<file path="config.mk">
export PLATFORM = sky130hd
export DESIGN_NAME = pwm_fade_ctrl
export DESIGN_NICKNAME = d
export VERILOG_FILES = /design/src/rtl/pwm_fade_pkg.sv /design/src/rtl/pwm_wrap_prescaler.sv /design/src/rtl/pwm_fade_ctrl.sv
export SDC_FILE = /design/constraint.sdc
export NUM_CORES = 1
export LEC_CHECK = 0
export BUFFER_PORTS_ARGS = -buffer_cell sky130_fd_sc_hd__buf_4
export CAP_MARGIN = 20
export CORE_UTILIZATION = 56
export CTS_BUF_LIST = sky130_fd_sc_hd__clkbuf_8
export CTS_CLUSTER_SIZE = 16
export DETAILED_ROUTE_END_ITERATION = 6
export PLACE_DENSITY = 0.8
export RECOVER_POWER = 50
export SKIP_LAST_GASP = 1
export SYNTH_ARGS = -nofsm -noshare
export SYNTH_HDL_FRONTEND = slang
export SYNTH_SLANG_ARGS = --single-unit
</file>
<file path="constraint.sdc">
create_clock -name CLK -period 5.4 [get_ports CLK]
set_clock_uncertainty 0.2 [all_clocks]
set_input_delay 1.62 -clock CLK [delete_from_list [all_inputs] [get_ports CLK]]
set_output_delay 1.62 -clock CLK [all_outputs]
set_load 0.005 [all_outputs]
</file>
<file path="src/rtl/pwm_fade_pkg.sv">
// pwm_fade_pkg: shared types and constants for the PWM fade controller.
//   fade_state_t : controller state encoding (IDLE / WAIT / STEP)
//   DEF_*        : default widths matching the downstream PWM counter
//   sat_clamp    : min(value, limit), used to keep the fade target inside the period
package pwm_fade_pkg;

  localparam int unsigned DEF_WIDTH  = 28;
  localparam int unsigned DEF_STEP_W = 16;
  localparam int unsigned DEF_DIV_W  = 16;

  typedef enum logic [1:0] {
    IDLE,
    WAIT,
    STEP
  } fade_state_t;

  // Wide operands let every caller zero-extend its own width without truncation.
  function automatic logic [63:0] sat_clamp(input logic [63:0] value,
                                            input logic [63:0] limit);
    return (value > limit) ? limit : value;
  endfunction

endpackage

</file>
<file path="src/rtl/pwm_wrap_prescaler.sv">
// pwm_wrap_prescaler: counts PWM period wraps and flags every dv-th one.
//   CLK, RST    : clock, synchronous active-high reset
//   clr         : clears the wrap count (takes priority over counting)
//   en          : counting enable
//   period_wrap : one-cycle pulse from the PWM counter clear
//   dv          : wraps per tick, must be >= 1
//   tick        : high in the same cycle as the wrap that completes the dv-th period
module pwm_wrap_prescaler
  import pwm_fade_pkg::*;
#(
  parameter int unsigned DIV_W = DEF_DIV_W
) (
  input  logic             CLK,
  input  logic             RST,
  input  logic             clr,
  input  logic             en,
  input  logic             period_wrap,
  input  logic [DIV_W-1:0] dv,
  output logic             tick
);

  logic [DIV_W-1:0] count;
  logic [DIV_W:0]   count_inc;

  assign count_inc = {1'b0, count} + (DIV_W + 1)'(1);

  // Combinational so the controller can enter STEP on the very edge that
  // samples the completing wrap.
  assign tick = en && period_wrap && (count_inc == {1'b0, dv});

  always_ff @(posedge CLK) begin
    if (RST || clr) begin
      count <= '0;
    end else if (en && period_wrap) begin
      count <= tick ? '0 : count_inc[DIV_W-1:0];
    end
  end

endmodule

</file>
<file path="src/rtl/pwm_fade_ctrl.sv">
// pwm_fade_ctrl: ramps the PWM counter's Decode toward a software target in
// equal steps, updating Period/Decode only around period boundaries.
//   CLK, RST    : clock, synchronous active-high reset
//   period_in   : requested PWM period (sampled on start)
//   target_in   : requested final decode (sampled on start, clamped to period)
//   step_in     : decode increment per step (sampled on start, 0 treated as 1)
//   div_in      : PWM periods per step (sampled on start, 0 treated as 1)
//   start       : one-cycle command pulse
//   abort       : one-cycle stop pulse, wins over start
//   period_wrap : one-cycle pulse on the last cycle of each PWM period
//   period_out  : Period to the PWM counter
//   decode_out  : Decode to the PWM counter
//   busy        : fade in progress
//   done        : one-cycle pulse when decode_out lands on the target
module pwm_fade_ctrl
  import pwm_fade_pkg::*;
#(
  parameter int unsigned WIDTH  = DEF_WIDTH,
  parameter int unsigned STEP_W = DEF_STEP_W,
  parameter int unsigned DIV_W  = DEF_DIV_W
) (
  input  logic              CLK,
  input  logic              RST,
  input  logic [WIDTH-1:0]  period_in,
  input  logic [WIDTH-1:0]  target_in,
  input  logic [STEP_W-1:0] step_in,
  input  logic [DIV_W-1:0]  div_in,
  input  logic              start,
  input  logic              abort,
  input  logic              period_wrap,
  output logic [WIDTH-1:0]  period_out,
  output logic [WIDTH-1:0]  decode_out,
  output logic              busy,
  output logic              done
);

  fade_state_t       state, state_next;
  logic [WIDTH-1:0]  tgt, per;
  logic [STEP_W-1:0] stp;
  logic [DIV_W-1:0]  dv;
  logic              per_pending;
  logic              go;
  logic              tick;
  logic [WIDTH:0]    diff, stp_ext;
  logic              reach;
  logic [WIDTH-1:0]  decode_next;
  logic              done_next;

  assign go = start && !abort;

  pwm_wrap_prescaler #(
    .DIV_W(DIV_W)
  ) u_prescaler (
    .CLK        (CLK),
    .RST        (RST),
    .clr        (start || abort),
    .en         ((state == WAIT) && !start && !abort),
    .period_wrap(period_wrap),
    .dv         (dv),
    .tick       (tick)
  );

  // Distance to target at WIDTH+1 bits so the step test can never wrap.
  always_comb begin
    if (tgt >= decode_out) diff = {1'b0, tgt} - {1'b0, decode_out};
    else                   diff = {1'b0, decode_out} - {1'b0, tgt};
    stp_ext = (WIDTH + 1)'(stp);
    reach   = (diff <= stp_ext);
  end

  // State register
  always_ff @(posedge CLK) begin
    if (RST) state <= IDLE;
    else     state <= state_next;
  end

  // Next-state logic
  always_comb begin
    state_next = state;
    if (abort) begin
      state_next = IDLE;
    end else if (start) begin
      state_next = WAIT;
    end else begin
      case (state)
        WAIT:    if (tick) state_next = STEP;
        STEP:    state_next = reach ? IDLE : WAIT;
        default: state_next = IDLE;
      endcase
    end
  end

  // Output logic
  always_comb begin
    decode_next = decode_out;
    done_next   = 1'b0;
    if ((state == STEP) && !start && !abort) begin
      if (reach) begin
        decode_next = tgt;
        done_next   = 1'b1;
      end else if (tgt > decode_out) begin
        decode_next = decode_out + WIDTH'(stp);
      end else begin
        decode_next = decode_out - WIDTH'(stp);
      end
    end
  end

  assign busy = (state != IDLE);

  always_ff @(posedge CLK) begin
    if (RST) begin
      period_out  <= '0;
      decode_out  <= '0;
      done        <= 1'b0;
      tgt         <= '0;
      per         <= '0;
      stp         <= '0;
      dv          <= '0;
      per_pending <= 1'b0;
    end else begin
      decode_out <= decode_next;
      done       <= done_next;
      if (go) begin
        tgt <= WIDTH'(sat_clamp(64'(target_in), 64'(period_in)));
        stp <= (step_in == '0) ? STEP_W'(1) : step_in;
        dv  <= (div_in == '0) ? DIV_W'(1) : div_in;
        per <= period_in;
        // A zero period never produces a wrap, so apply the new one at once.
        if (period_out == '0) begin
          period_out  <= period_in;
          per_pending <= 1'b0;
        end else begin
          per_pending <= 1'b1;
        end
      end else if (abort) begin
        per_pending <= 1'b0;
      end else if (per_pending && period_wrap && (state != IDLE)) begin
        period_out  <= per;
        per_pending <= 1'b0;
      end
    end
  end

endmodule

</file>
# Word-level counts from Yosys, hierarchy flattened
# Cells that the tools add are included.
[classes]
order_cmp = 4
muxes = 20
reduce_logical = 23
n_eq_ne = 7
n_div = 0
mul = 0
shift = 0
bitwise_logic = 1
addsub = 5
[ops]
columns = ["op", "count"]
rows = [
  ["two-way mux 28 bit", 7],
  ["subtractor 28 x 28 -> 29 bit", 2],
  ["greater-than comparator 28 bit", 2],
  ["two-way mux 16 bit", 3],
  ["logical NOT 16 bit", 2],
  ["<= comparator 29 x 16 -> 1 bit", 1],
  ["two-way mux 29 bit", 1],
  ["adder 28 x 16 -> 28 bit", 1],
  ["greater-or-equal comparator 28 bit", 1],
  ["logical NOT 28 bit", 1],
  ["subtractor 28 x 16 -> 28 bit", 1],
  ["adder 16 x 1 -> 17 bit, second input constant", 1],
  ["== test 17 x 16 -> 1 bit", 1],
  ["logical AND 1 bit", 9],
  ["two-way mux 1 bit", 7],
  ["inequality test 2 x 1 -> 1 bit, second input constant", 3],
  ["case mux 2 bit (2 select lines)", 1],
  ["nonzero test 2 bit", 2],
  ["OR reduction 2 bit", 2],
  ["inequality test 3 x 2 -> 1 bit, second input constant", 1],
  ["AND reduction 3 bit", 1],
  ["nonzero test 3 bit", 1],
  ["OR reduction 3 bit", 1],
  ["== test 2 x 1 -> 1 bit, second input constant", 1],
  ["5 further kinds", 7],
]
[word_totals]
reg_bits = 164
in_bits = 93
romBits = 0
word_cells = 71
ram_bits = 0
latch_bits = 0
out_inout_bits = 58
mem_count = 0

# Depth between registers and ports, before layout
[logic_depth]
depth_word = 8
depth_mapped = 28
depth_no_buf = 23

# Hierarchy
# Synthesis repeated with hierarchy kept, for this count alone.
[hier_totals]
hier_cells = 1694
hier_area_um2 = 13244.0
[by_module_without_submodules]
columns = ["mod", "instances", "area_each_um2", "seq_area_each_um2", "cells_each"]
rows = [
  ["pwm_fade_ctrl", 1, 11900.2, 2962.8, 1521],
  ["pwm_wrap_prescaler", 1, 1343.8, 320.3, 173],
]

# Worst setup path after synthesis
# No wires, ideal clock.
[synth_timing]
kind = "reg2reg"
from = "reg decode_out[11]"
to = "reg decode_out[27]"
setup_ns = 0.133
path_stages_with_launch = 27
slack_ns = -0.356
t_arrival_ns = 5.424
n_path_buf = 4
required_time_ns = 5.067
synth_period_minus_slack_ns = 5.756
path_cell_list = "dfxtp_1 inv_1 ha_1 buf_2 nand4_1 or4_1 or4_4 and2_1 buf_6 nand2_2 buf_4 mux2i_1 a311o_1 xor2_1 ha_1 a21o_1 a21oi_1 nor2b_1 o21ai_0 nand2b_1 a221oi_1 a2111oi_0 a311oi_1 nand4_1 clkbuf_1 o2111ai_1 a31oi_1"
[synth_via]
elab_chain_len = 4
elab_cells_between_ends = 10
cone_classes = "add/sub: 4; order compare: 3; mux: 3"
[synth_lines]
columns = ["element", "line", "text"]
rows = [
  ["start: declaration", "pwm_fade_ctrl.sv:32", "output logic [WIDTH-1:0] decode_out,"],
  ["start signal: assignment", "pwm_fade_ctrl.sv:122", "decode_out <= decode_next;"],
  ["subtractor 28 x 28 -> 29 bit (tied with other cells)", "pwm_fade_ctrl.sv:66", "else diff = {1'b0, decode_out} - {1'b0, tgt};"],
  ["two-way mux 29 bit", "pwm_fade_ctrl.sv:65", "if (tgt >= decode_out) diff = {1'b0, tgt} - {1'b0, decode_out};"],
  ["<= comparator 29 x 16 -> 1 bit", "pwm_fade_ctrl.sv:68", "reach = (diff <= stp_ext);"],
  ["two-way mux 28 bit *", "pwm_fade_ctrl.sv:98", "if (reach) begin"],
]
# Every way passes the cells marked *; elsewhere a longest branch is shown, timed or not.
# A chain may end at the register's enable or synchronous reset.

# Worst setup path after layout
[layout_timing]
from = "reg decode_out[16]"
to = "reg decode_out[17]"
# Same word-level chain as after synthesis.

==> qor.yml <==
flow_run:
  drv_cap: 2
route:
  num_vias: 14600
  viasPerCell: 6.16
  post-route-drc-count: 0
  first_iter_violations: 1464
  dr.pass1.iters: 6
  wire_per_inst_um: 20.3
  ant_nets: 0
  drt-total-wl_mm: 48.1
global_routing:
  grt_first_pass_wirelength_mm: 73.2
  grt_max_degree: 80
  grt-ovfl-total: 0
  antenna_found_initial: 0
  grtUsageTotal_pct: 38.8
  grt_pass1_vias: 13800
clock_network:
  htreeDepth: 4
  cts_buffers: 17
  cts_max_path_buffers: 2
  cts_tree: "done"
  cts_root_buf: "clkbuf_8"
  clock_latency_ns: 0.48
  cts.sinks: 164
  clk_pin_slew_ns: 0.11
sta:
  max_freq_mhz: 176
  hold_violations: 0
  period_share_pct: 105
  drv_slew: 118
  worst_slack_ns: -0.283
  slew_headroom_pct: -111
  setup_viol: 30
  worst_pin_slew_ns: 3.17
  rsz0062_at_grt: "true"
  hold_slack_ns: 0.274
  fin_crit_ns: 5.68
setup_path:
  cp_slowest_cell: "or4_4"
  reg2reg_depth: 25
  critPathMaxFanout: 7
  startpoint_type: "flip-flop"
  worst_setup_path_end_kind: "flip-flop"
  path_class: "flip-flop to flip-flop"
  reg2reg_from: "decode_out[16]$_SDFFE_PP0P_"
  startpoint: "decode_out[16]$_SDFFE_PP0P_"
  cp_slowest_stage_delay_ns: 0.59
  worstPathArrival_ns: 5.84
  critPathRequiredTime_ns: 5.56
yosys:
  synth.avg_cell_area_um2: 7.65
  synth_top_area_share_pct: 24.8
  synth.largest_area_cell: "dfxtp_1"
  synth-edff-count: 0
  synthFlopType: "dfxtp_1"
  yosys_register_bits: 164
  synth_top_family_by_area: "compound AO/OA/AOI/OAI gates"
  synth_warnings: 0
  synthTopCellsByArea: "dfxtp_1 25%, ha_1 13%, a21oi_1 6.1%"
  ys_types: 76
  yosysSeqAreaShare_pct: 24.8
  synth_mux_area_share_pct: 4.71
  synth_xor_area_share_pct: 5.42
  synth_compound_area_share_pct: 26.4
  synth-async-reset-ratio_pct: 0
  syn_area_um2: 13200
  syn_nets: 1960
  syn-instance-count: 1731
  synthSimpleGateAreaFrac_pct: 18.9
  synthAdderAreaFrac_pct: 13.0
place:
  portBuffers: 150
  place_inst: 2317
  gp_congestion: 1.06
  place_hpwl_mm: 37.3
die:
  die_y_um: 156
  rows: 55
  start_util_pct: 57.8
  dieWidth_um: 156
  die_area_um2: 24300
  design.core.area_um2: 22900
  io_pins: 151
hold_path:
  hold_path_depth: 2
  min_from: "stp[12]$_SDFFE_PP0P_"
  hold_class: "flip-flop to flip-flop"
power_and_ir_drop:
  p_int_uw: 2780
  p_seq_share_pct: 29.1
  p_comb_share_pct: 50.6
  total_power_uw: 4790
  leakage_uw: 0.00738
  power.share.clock_pct: 20.3
  p_sw_uw: 2020
  peakVddDrop_uv: 417
  swShare_pct: 42.1
  power_per_cell_area_nw_per_um2: 277
layout:
  num_antenna_cells: 0
  fin_nets: 2271
  finalNonFillerCells: 2368
  syn_to_final_growth_pct: 30.5
  fillers: 1724
  drive_above_1_share_pct: 27.3
outcome:
  violations: "max-capacitance violations, max-slew violations, negative setup slack"
  outcome: "complete, but fails checks"
-- synth_stat cells (5+ instances only) --
master / count
o31a_1: 10
dfxtp_1: 164
xor2_1: 18
nor2_1: 179
a21o_1: 41
buf_1: 6
or3_1: 13
and3_1: 13
xnor2_1: 64
o221ai_1: 6
nor2b_1: 13
o21bai_1: 9
buf_2: 10
inv_1: 117
a211oi_1: 76
ha_1: 133
o31ai_1: 11
and2_1: 6
or2_2: 7
o41ai_1: 11
clkbuf_1: 83
a311oi_1: 17
or4_1: 5
nand2_1: 137
nand2b_1: 6
a21oi_1: 161
o211ai_1: 13
a31o_2: 5
nand3_1: 47
nand4_1: 30
or3b_2: 6
a211o_1: 7
mux2i_1: 60
a31oi_1: 14
nor4_1: 23
and4_1: 5
o21ai_0: 98
nor3_1: 28
o21a_1: 11
-- cells in the final DEF, fill, tap and decap left out, types with 9 or more instances in the layout --
master      n
nand3_1    30
nor2b_1    12
nor3_1     26
a21o_1     41
nand3_2    15
dfxtp_2    12
dfxtp_1   152
xor2_1     18
nor4_1     20
o21ai_1     9
a211oi_1   72
clkbuf_8   17
o41ai_1    10
clkbuf_4   17
o21ai_0    84
and3_1     13
inv_1     112
ha_1      128
o21bai_1    9
or3_1      13
a311oi_2   14
xnor2_1    63
buf_4     359
o21a_1     11
a31oi_1    13
buf_6      11
nand2_1   136
nand4_1    30
a21oi_2     9
o211ai_1   13
nor2_1    175
mux2i_1    58
o31ai_1    11
o31a_1     10
a21oi_1   151
-- critical path, delay by kind of cell, from the launching register on --
family                   cells  cell delay, ns
adder cells (fa/ha/maj)      2            0.47
flip-flops                   1            0.35
buffers and inverters        6            0.70
AO/OA/AOI/OAI                6            1.44
XOR/XNOR                     1            0.08
AND/OR/NAND/NOR             10            2.34
-- cell type report --
class                      count  area, um2  area share, %
clock buffer                  17        234           1.35
tap                          313        392           2.27
inverter                     117        439           2.54
sequential                   164       3300           19.1
timing repair buffer         398       3100           17.9
clock inverter                15        198           1.14
multi-input combinational   1344       9620           55.7
-- per-stage QoR --
| stage | cell area (um2) | setup WS [ns] | utilization (%) | TNS [ns] |
|---|---|---|---|---|
| 2_1_floorplan | 13300 | -0.00538 | - | -0.00538 |
| 3_3_place_gp | 16200 | -0.388 | 70.5 | -10.11 |
| 3_5_place_dp | 16200 | -0.637 | 70.5 | -16.63 |
| 4_1_cts | 17000 | -0.191 | 74.3 | -3.41 |
| 5_1_grt | 17300 | -0.386 | 75.4 | -9.20 |
| 6_report | 17300 | -0.283 | 75.4 | -6.33 |
-- registers in the layout, summed over array words and instances (netlist names) --
| register | flops |
|---|---|
| decode_out | 28 |
| done | 1 |
| dv | 16 |
| per | 28 |
| per_pending | 1 |
| period_out | 28 |
| state | 2 |
| stp | 16 |
| tgt | 28 |
| u_prescaler.count | 16 |
-- kinds of logic (layout without fill, tap and decap cells) --
group / Yosys count / after routing
AOI/OAI and AO/OA: 532 / 532
and+or+nand+nor: 532 / 532
buffers and inverters: 223 / 547
DFF: 164 / 164
adders and majority gates: 136 / 136
xor gates and xnor gates: 82 / 82
muxes: 62 / 62
-- power by group through the flow --
| stage | Sequential (uW) | Clock, uW | Combinational (uW) |
|---|---|---|---|
| floorplan | 1400 | 0 | 1340 |
| global placement | 1420 | 0 | 2160 |
| detailed placement | 1420 | 0 | 2200 |
| CTS | 1390 | 976 | 2300 |
| global route | 1410 | 1030 | 2600 |
| finish | 1400 | 972 | 2430 |
-- routing by layer --
metal | up-vias | GRT usage, % | part of all wire, %
met5 | - | 0 | 0
met4 | 0 | 13.4 | 2.9
met3 | 86 | 8.50 | 9.2
met2 | 733 | 60.1 | 44
met1 | 6885 | 53.1 | 44
li1 | 6875 | - | -
-- path summary, 6_finish.rpt --
path	endpoint	slack [ns]
hold reg to reg	stp[12]$_SDFFE_PP0P_	0.27
hold / removal	stp[12]$_SDFFE_PP0P_	0.27
setup / recovery	decode_out[17]$_SDFFE_PP0P_	-0.28
setup reg to reg	decode_out[17]$_SDFFE_PP0P_	-0.28
-- timing repair --
action / 4_1_cts / 5_1_grt
pin swaps: 54 / 36
endpoints found under the setup margin: 30 / 30
cloned: 2 / 0
hold endpoints to repair: 0 / 0
resized for setup: 85 / 44
buffers inserted: 13 / 4
hold buffers: 0 / 0
Note: power is estimated with default switching activity, not from simulation.
